--- config.mk ---
export PLATFORM = sky130hd
export DESIGN_NAME = encoder_8_to_3_drain_flat
export DESIGN_NICKNAME = d
export VERILOG_FILES = /design/src/rtl/encoder_8_to_3_drain_if.sv /design/src/rtl/encoder_8_to_3_drain.sv /design/src/flat_wrapper.sv
export SDC_FILE = /design/constraint.sdc
export NUM_CORES = 1
export LEC_CHECK = 0
export ABC_AREA = 1
export BUFFER_PORTS_ARGS = -buffer_cell sky130_fd_sc_hd__buf_2
export CORE_UTILIZATION = 45
export CTS_BUF_LIST = sky130_fd_sc_hd__clkbuf_8
export CTS_CLUSTER_SIZE = 12
export DETAILED_ROUTE_END_ITERATION = 12
export PLACE_DENSITY = 0.72
export SLEW_MARGIN = 10
export SYNTH_ARGS = -nofsm -noshare
export SYNTH_HDL_FRONTEND = slang
export SYNTH_SLANG_ARGS = --single-unit
--- constraint.sdc ---
create_clock -name clk -period 1.4 [get_ports clk]
set_input_delay 0.28 -clock clk [delete_from_list [all_inputs] [get_ports clk]]
set_output_delay 0.28 -clock clk [all_outputs]
set_load 0.05 [all_outputs]
--- src/rtl/encoder_8_to_3_drain_if.sv ---
// Handshake bundle for encoder_8_to_3_drain: request vector in, index stream out.
// The slave modport is the encoder's view, the master modport is the view of
// the surrounding logic that supplies vectors and consumes indices.
interface encoder_8_to_3_drain_if #(
  parameter int W = 8
);
  localparam int IDX_W = $clog2(W);

  logic             in_valid;
  logic             in_ready;
  logic [W-1:0]     in;
  logic             out_valid;
  logic             out_ready;
  logic [IDX_W-1:0] out;
  logic             out_last;

  modport master (
    output in_valid,
    output in,
    output out_ready,
    input  in_ready,
    input  out_valid,
    input  out,
    input  out_last
  );

  modport slave (
    input  in_valid,
    input  in,
    input  out_ready,
    output in_ready,
    output out_valid,
    output out,
    output out_last
  );
endinterface

--- src/rtl/encoder_8_to_3_drain.sv ---
// encoder_8_to_3_drain: takes a multi-hot request vector and drains it as a
// stream of binary indices, one per handshake, in priority order.
// Build option ENCODER_MSB_FIRST_EN: when defined the highest set bit goes
// first (descending indices); when undefined the lowest set bit goes first.
module encoder_8_to_3_drain #(
  parameter int W = 8
) (
  input  logic                  clk,
  input  logic                  rst,
  input  logic                  ena,
  output logic                  busy,
  encoder_8_to_3_drain_if.slave bus
);
  localparam int IDX_W = $clog2(W);

  typedef enum logic {IDLE = 1'b0, DRAIN = 1'b1} state_t;

  state_t           state_q;
  logic [W-1:0]     pending_q;
  logic [IDX_W-1:0] out_q;
  logic             last_q;

  logic [W-1:0]     pend_rem_d;
  logic [IDX_W-1:0] out_rem_d;
  logic             last_rem_d;
  logic [IDX_W-1:0] out_load_d;
  logic             last_load_d;

  // Index of the bit that is emitted first from vector v (0 when v is empty).
  function automatic logic [IDX_W-1:0] prio_idx(input logic [W-1:0] v);
    logic [IDX_W-1:0] idx;
    idx = '0;
`ifdef ENCODER_MSB_FIRST_EN
    for (int i = 0; i < W; i++) begin
      if (v[i]) idx = IDX_W'(i);
    end
`else
    for (int i = W - 1; i >= 0; i--) begin
      if (v[i]) idx = IDX_W'(i);
    end
`endif
    return idx;
  endfunction

  // True when exactly one bit of v is set.
  function automatic logic one_hot(input logic [W-1:0] v);
    return (v != '0) && ((v & (v - W'(1))) == '0);
  endfunction

  // Candidate register values for a fresh load and for the post-accept update.
  always_comb begin
    out_load_d  = prio_idx(bus.in);
    last_load_d = one_hot(bus.in);
    pend_rem_d  = pending_q & ~(W'(1) << out_q);
    out_rem_d   = prio_idx(pend_rem_d);
    last_rem_d  = one_hot(pend_rem_d);
  end

  // Control FSM with registered index/last outputs; everything holds while ena is low.
  always_ff @(posedge clk) begin
    if (!rst) begin
      state_q   <= IDLE;
      pending_q <= '0;
      out_q     <= '0;
      last_q    <= 1'b0;
    end else if (ena) begin
      case (state_q)
        IDLE: begin
          if (bus.in_valid && (bus.in != '0)) begin
            pending_q <= bus.in;
            out_q     <= out_load_d;
            last_q    <= last_load_d;
            state_q   <= DRAIN;
          end
        end
        DRAIN: begin
          if (bus.out_ready) begin
            pending_q <= pend_rem_d;
            out_q     <= out_rem_d;
            last_q    <= last_rem_d;
            if (last_q) state_q <= IDLE;
          end
        end
        default: state_q <= IDLE;
      endcase
    end
  end

  // Handshake strobes depend only on state, ena and rst; data comes straight from registers.
  always_comb begin
    bus.in_ready  = rst && ena && (state_q == IDLE);
    bus.out_valid = rst && ena && (state_q == DRAIN);
    bus.out       = out_q;
    bus.out_last  = last_q;
    busy          = (state_q == DRAIN);
  end
endmodule

--- src/flat_wrapper.sv ---
// flat-port wrapper written by rule: the top's interface ports become plain ports
module encoder_8_to_3_drain_flat 
#(
  parameter int W = 8
)
  (clk, rst, ena, busy, bus_in_valid, bus_in, bus_out_ready, bus_in_ready, bus_out_valid, bus_out, bus_out_last);
  encoder_8_to_3_drain_if #(.W(W)) bus_i ();
  input  logic clk;
  input  logic rst;
  input  logic ena;
  output logic busy;
  input wire logic [$bits(bus_i.in_valid)-1:0] bus_in_valid;
  input wire logic [$bits(bus_i.in)-1:0] bus_in;
  input wire logic [$bits(bus_i.out_ready)-1:0] bus_out_ready;
  output wire logic [$bits(bus_i.in_ready)-1:0] bus_in_ready;
  output wire logic [$bits(bus_i.out_valid)-1:0] bus_out_valid;
  output wire logic [$bits(bus_i.out)-1:0] bus_out;
  output wire logic [$bits(bus_i.out_last)-1:0] bus_out_last;
  assign bus_i.in_valid = bus_in_valid;
  assign bus_i.in = bus_in;
  assign bus_i.out_ready = bus_out_ready;
  assign bus_in_ready = bus_i.in_ready;
  assign bus_out_valid = bus_i.out_valid;
  assign bus_out = bus_i.out;
  assign bus_out_last = bus_i.out_last;
  encoder_8_to_3_drain #(.W(W)) u_core (.clk(clk), .rst(rst), .ena(ena), .busy(busy), .bus(bus_i));
endmodule
== Word level (Yosys, flattened, before mapping) ==
Cells that the tools add are included.

* Register bits: 13
* Input bits: 13

* $add $sub $neg: 2
* Equal/unequal tests: 2
* Shift operators: 1
* Multiplexer cells: 29
* Bitwise logic cells: 5
* Reduce and logical (&&, ||, !) cells: 11

{| class="wikitable"
|+ Operators with widths
! cell !! number
|-
| 3-bit two-way mux || 18
|-
| 8-bit AND || 3
|-
| 8-bit zero test || 2
|-
| 8-bit two-way mux || 2
|-
| 8-bit case mux with 2 select lines || 1
|-
| 8-bit nonzero test || 2
|-
| 8-bit by 1-bit subtractor with 8-bit output (second input constant) || 2
|-
| 8-bit inverter || 1
|-
| 1-bit by 3-bit << shifter with 8-bit output (first input constant) || 1
|-
| 1-bit logical AND || 6
|-
| 3-bit case mux with 2 select lines || 1
|-
| 1-bit two-way mux || 5
|-
| 1-bit case mux with 2 select lines || 2
|-
| 3-bit AND reduction || 1
|-
| 2-bit by 1-bit inequality test with 1-bit output (second input constant) || 1
|-
| 2-bit inequality test (second input constant) || 1
|-
| 1-bit inverter || 1
|}

== Logic depth before layout (Yosys ltp) ==
* Depth in word-level cells: 13
* Gate-level depth with buffers: 12

== Worst setup path after synthesis ==
Ideal clock, no wire load.

* Kind: flip-flop to output port
* From: reg u_core.state_q, in the netlist u_core.busy
* To: out bus_in_ready
* Data arrival time: 1981 ps
* Path slack: -861 ps
* Cell stages (with the launch flop): 4
* Path buffers: 2
* Path through: dfxtp_1 buf_6 clkbuf_1 nor3_1

* Word-level cells in the longest chain between the ends: 2

{| class="wikitable"
|+ Ends and longest elaborated chain
! item !! RTL line !! RTL
|-
| start, declared || encoder_8_to_3_drain.sv:18 || <nowiki>state_t state_q;</nowiki>
|-
| start signal, assigned || encoder_8_to_3_drain.sv:62 || <nowiki>state_q <= IDLE;</nowiki>
|-
| start signal, assigned || encoder_8_to_3_drain.sv:73 || <nowiki>state_q <= DRAIN;</nowiki>
|-
| start signal, assigned || encoder_8_to_3_drain.sv:81 || <nowiki>if (last_q) state_q <= IDLE;</nowiki>
|-
| 1-bit inverter || encoder_8_to_3_drain.sv:91 || <nowiki>bus.in_ready = rst && ena && (state_q == IDLE);</nowiki>
|-
| 1-bit logical AND || encoder_8_to_3_drain.sv:91 ||
|-
| end, declared || flat_wrapper.sv:15 || <nowiki>output wire logic [$bits(bus_i.in_ready)-1:0] bus_in_ready;</nowiki>
|}

Every way passes these cells.

== Final worst setup path ==
* From: reg u_core.out_q[2], in the netlist u_core.bus.out[2]
* To: reg u_core.last_q, in the netlist u_core.bus.out_last

* Word-level cells in the longest chain between the ends: 9

{| class="wikitable"
|+ Ends and longest elaborated chain
! item !! RTL line !! RTL
|-
| start, declared || encoder_8_to_3_drain.sv:20 || <nowiki>logic [IDX_W-1:0] out_q;</nowiki>
|-
| start signal, assigned || encoder_8_to_3_drain.sv:71 || <nowiki>out_q <= out_load_d;</nowiki>
|-
| start signal, assigned || encoder_8_to_3_drain.sv:79 || <nowiki>out_q <= out_rem_d;</nowiki>
|-
| 1-bit by 3-bit << shifter with 8-bit output * || encoder_8_to_3_drain.sv:54 || <nowiki>pend_rem_d = pending_q & ~(W'(1) << out_q);</nowiki>
|-
| 8-bit inverter * || encoder_8_to_3_drain.sv:54 ||
|-
| 8-bit AND * || encoder_8_to_3_drain.sv:54 ||
|-
| 8-bit by 1-bit subtractor with 8-bit output || encoder_8_to_3_drain.sv:47 || <nowiki>return (v != '0) && ((v & (v - W'(1))) == '0);</nowiki>
|-
| 8-bit AND || encoder_8_to_3_drain.sv:47 ||
|-
| 8-bit zero test || encoder_8_to_3_drain.sv:47 ||
|-
| 1-bit logical AND * || encoder_8_to_3_drain.sv:47 ||
|-
| 1-bit two-way mux * || encoder_8_to_3_drain.sv:77 || <nowiki>if (bus.out_ready) begin</nowiki>
|-
| 1-bit case mux with 2 select lines * || encoder_8_to_3_drain.sv:67 || <nowiki>case (state_q)</nowiki>
|-
| end signal, assigned || encoder_8_to_3_drain.sv:72 || <nowiki>last_q <= last_load_d;</nowiki>
|-
| end signal, assigned || encoder_8_to_3_drain.sv:80 || <nowiki>last_q <= last_rem_d;</nowiki>
|-
| end, declared || encoder_8_to_3_drain.sv:21 || <nowiki>logic last_q;</nowiki>
|}

Mark *: on every way between the ends. The rest lies on a longest branch, timed or not. The select of a mux whose other input is x is not followed.
A chain may end at the register's enable or synchronous reset.

==> reports/qor.yml <==
timing:
  setup_repair_after_global_routing_missed_its_margin: "yes"
  maxSlewViolCount: 0
  final-hold-violation-count: 0
  finalClockSkew_ps: 5.23
  finalSetupViolations: 1
  tightest_slew_ps: 246
  post-route-min-period_ps: 1420
  max_clock_freq_ghz: 0.705
  worst_slack_ps: -17.7
  max-slew-margin-rel_pct: 83.6
  final_min_period_over_clock_period_pct: 101
yosys:
  number_of_distinct_standard_cells_referenced_by_the_synthesized_netlist: 23
  register_bit_total_from_synthesis: 13
  synth_area_mm2: 0.00105
  synth_fp_nets: 185
  synth_sequential_area_ratio_pct: 24.8
  yosys_warnings: 0
  syn_inst: 172
  post_synth.cell_area_avg_um2: 6.10
cts:
  ctsLongestPathBuffers: 2
  tritoncts: "done"
  cts_root_buffer: "clkbuf_8"
  cts_made_buffers: 3
  cts_num_sinks: 13
  cts_hold_buffers: 0
  worst_setup_hold_path_clk_slew_ps: 60
  clk-insertion-delay-late_ps: 240
  cts.htree.levels: 1
setup_path:
  start_kind: "register"
  timing.reg2reg.setup_slack_ps: -20
  worstPathCellList: "inv_2, nand3_2, nand2_4, nand2_4, nor2_4, nand2_1, nand2_1, nand3_1, nor2_2, nor2_1, nor2_1"
  crit_fanout: 7
  worstPathArrival_ps: 1600
  critPathKind: "reg2reg"
  worst_setup_path_end_kind: "register"
  timing.critical_path.slowest_stage_cell: "dfxtp_4"
  critical-path-max-stage-delay_ps: 370
  worstPathRequired_ps: 1580
finish:
  n_fill_cell: 211
  share_of_final_layout_standard_cells_stronger_than_drive_strength_1_pct: 37.6
  final_util_pct: 65.3
  final_common_cell: "nand2_1"
  layout-area-overhead-vs-synth_pct: 37.7
  most-common-layout-cells: "nand2_1, buf_4, inv_1, buf_2, nand3_1"
  design.final.nets: 224
  finish.cell_count_without_fillers: 238
  diodes: 0
die:
  fp.coreArea_mm2: 0.00221
  die_x_um: 50.3
  fp.dieArea_mm2: 0.00253
  placement_rows: 17
  chipHeight_um: 50.3
  num_ports: 20
  starting_density_of_the_core_pct: 47.5
pwr:
  power.net_switching_uw: 488
  p_leak_nw: 0.722
  p_comb_share_pct: 39.0
  clkPwrFrac_pct: 26.2
  cellPowerDensity_mw_per_mm2: 881
  vdd_ir_drop_max_v: 0.000614
  p_int_uw: 786
  power_switching_share_pct: 38.3
  register_share_of_total_power_pct: 34.8
global_routing:
  grt_start_max_net_pins: 23
  met1_usage_pct: 34.1
  grt_util_all_layers_pct: 25.9
  grt_use_met3_pct: 4.85
  grt_pass1_vias: 1175
  grt.busiest_layer: "met2"
  grt_antenna_before_repair: 0
  wire_length_of_the_first_global_routing_pass_um: 4990
  gr-usage-met2_pct: 42.0
  overflow: 0
hold_path:
  hold_class: "in2reg"
placement:
  place_inst: 234
  place_congestion: 0.949
  hpwl_um: 2240
  port-buffer-count: 19
routing:
  wl_per_cell_um: 12.2
  1st_iter_drt_viols: 42
  vias: 1255
  detailedRoute.firstPassIterationCount: 4
  routed_wl_um: 2910
  post_drt_via_cell_ratio: 5.27
  drc: 0
  antenna_left: 0
flow_run:
  maxCapViolCount: 0
outcome:
  violations_in_the_final_reports: "negative setup slack"
  run_status: "finished with violations"
[state kept, by name, indices dropped and copies added (netlist names)]
name and count:
u_core.pending_q 8, u_core.bus.out 3, u_core.bus.out_last 1, u_core.busy 1
[power by group through the flow]
| stage | clock, mW | sequential (mW) | combinational [mW] |
|---|---|---|---|
| 4_1_cts | 0.335 | 0.438 | 0.466 |
| 3_5_place_dp | 0 | 0.445 | 0.460 |
| 6_report | 0.334 | 0.443 | 0.497 |
| 5_1_grt | 0.356 | 0.448 | 0.549 |
| 3_3_place_gp | 0 | 0.444 | 0.449 |
| 2_1_floorplan | 0 | 0.479 | 0.286 |
[synth_stat cells]
library cell  count  area (um2)
nor3_1            2        10.0
buf_6             3        33.8
inv_4             1        6.26
inv_1            16        60.1
nand3_1          16        80.1
nor2_4            2        22.5
a31oi_1           8        50.1
a21oi_1          13        65.1
o21ai_1           4        20.0
o211a_1           1        10.0
o21bai_4          1        18.8
dfxtp_1          13         260
nor2_1           13        48.8
buf_1             1        3.75
nand2_1          43         161
o2111ai_1         1        8.76
nand2_4           1        11.3
clkbuf_1          1        3.75
o21ai_0          14        70.1
nand2_2          12        75.1
nor2_2            1        6.26
inv_2             4        15.0
o21ai_2           1        8.76
[cells by family after synthesis]
family	count (synthesis)	synth area share (%)
simple gates	90	39.6
compound gates	43	24.0
buf+inv	26	11.7
flops	13	24.8
[layer usage]
metal | part of all wire (%) | wire length [um]
met3 | 5.3 | 154
met2 | 48 | 1400
met5 | 0 | 0
met1 | 45 | 1310
met4 | 1.3 | 39
[final cells by class]
cell class / instances / area, um2 / share of cell area, %
tap: 28 / 35.0 / 2.42
clock buffer: 3 / 41.3 / 2.86
multi-input combinational: 133 / 743 / 51.4
sequential: 13 / 275 / 19.0
inverter: 21 / 81.3 / 5.63
clock inverter: 1 / 3.75 / 0.260
timing repair buffer: 39 / 265 / 18.4
[through the flow]
| step | setup slack (ps) | setup TNS (ps) | hold slack (ps) | area (um2) | power [mW] |
|---|---|---|---|---|---|
| 5_1_grt | -148 | -186 | 343 | 1450 | 1.35 |
| 2_1_floorplan | -54.7 | -54.7 | 418 | 1080 | 0.766 |
| 3_3_place_gp | -112 | -1150 | 512 | 1320 | 0.893 |
| 3_5_place_dp | -196 | -1720 | 521 | 1320 | 0.905 |
| 4_1_cts | 3.40 | 0 | 326 | 1380 | 1.24 |
| 6_report | -17.7 | -17.7 | 329 | 1450 | 1.27 |
[worst paths after layout]
check | from | end | cells past startpoint
worst min register to register | u_core.pending_q[5]$_SDFFE_PN0P_ | u_core.pending_q[5]$_SDFFE_PN0P_ | 2
worst min-delay path | bus_in[1] | u_core.pending_q[1]$_SDFFE_PN0P_ | 3
worst max-delay path | u_core.bus.out[2]$_SDFFE_PN0P_ | u_core.bus.out_last$_SDFFE_PN0P_ | 11
worst max register to register | u_core.bus.out[2]$_SDFFE_PN0P_ | u_core.bus.out_last$_SDFFE_PN0P_ | 11
[timing repair]
| item | CTS | global route |
|---|---|---|
| pin swaps | 0 | 4 |
| resized for setup | 5 | 17 |
| setup buffers | 0 | 0 |
| endpoints found under the setup margin | 3 | 11 |
[critical path, delay by kind of cell, from the launching register on]
family / cells / cell delay [ps]
simple gates: 10 / 890
buf+inv: 1 / 90
flops: 1 / 370
No activity file was read; power rests on OpenSTA's default activity.
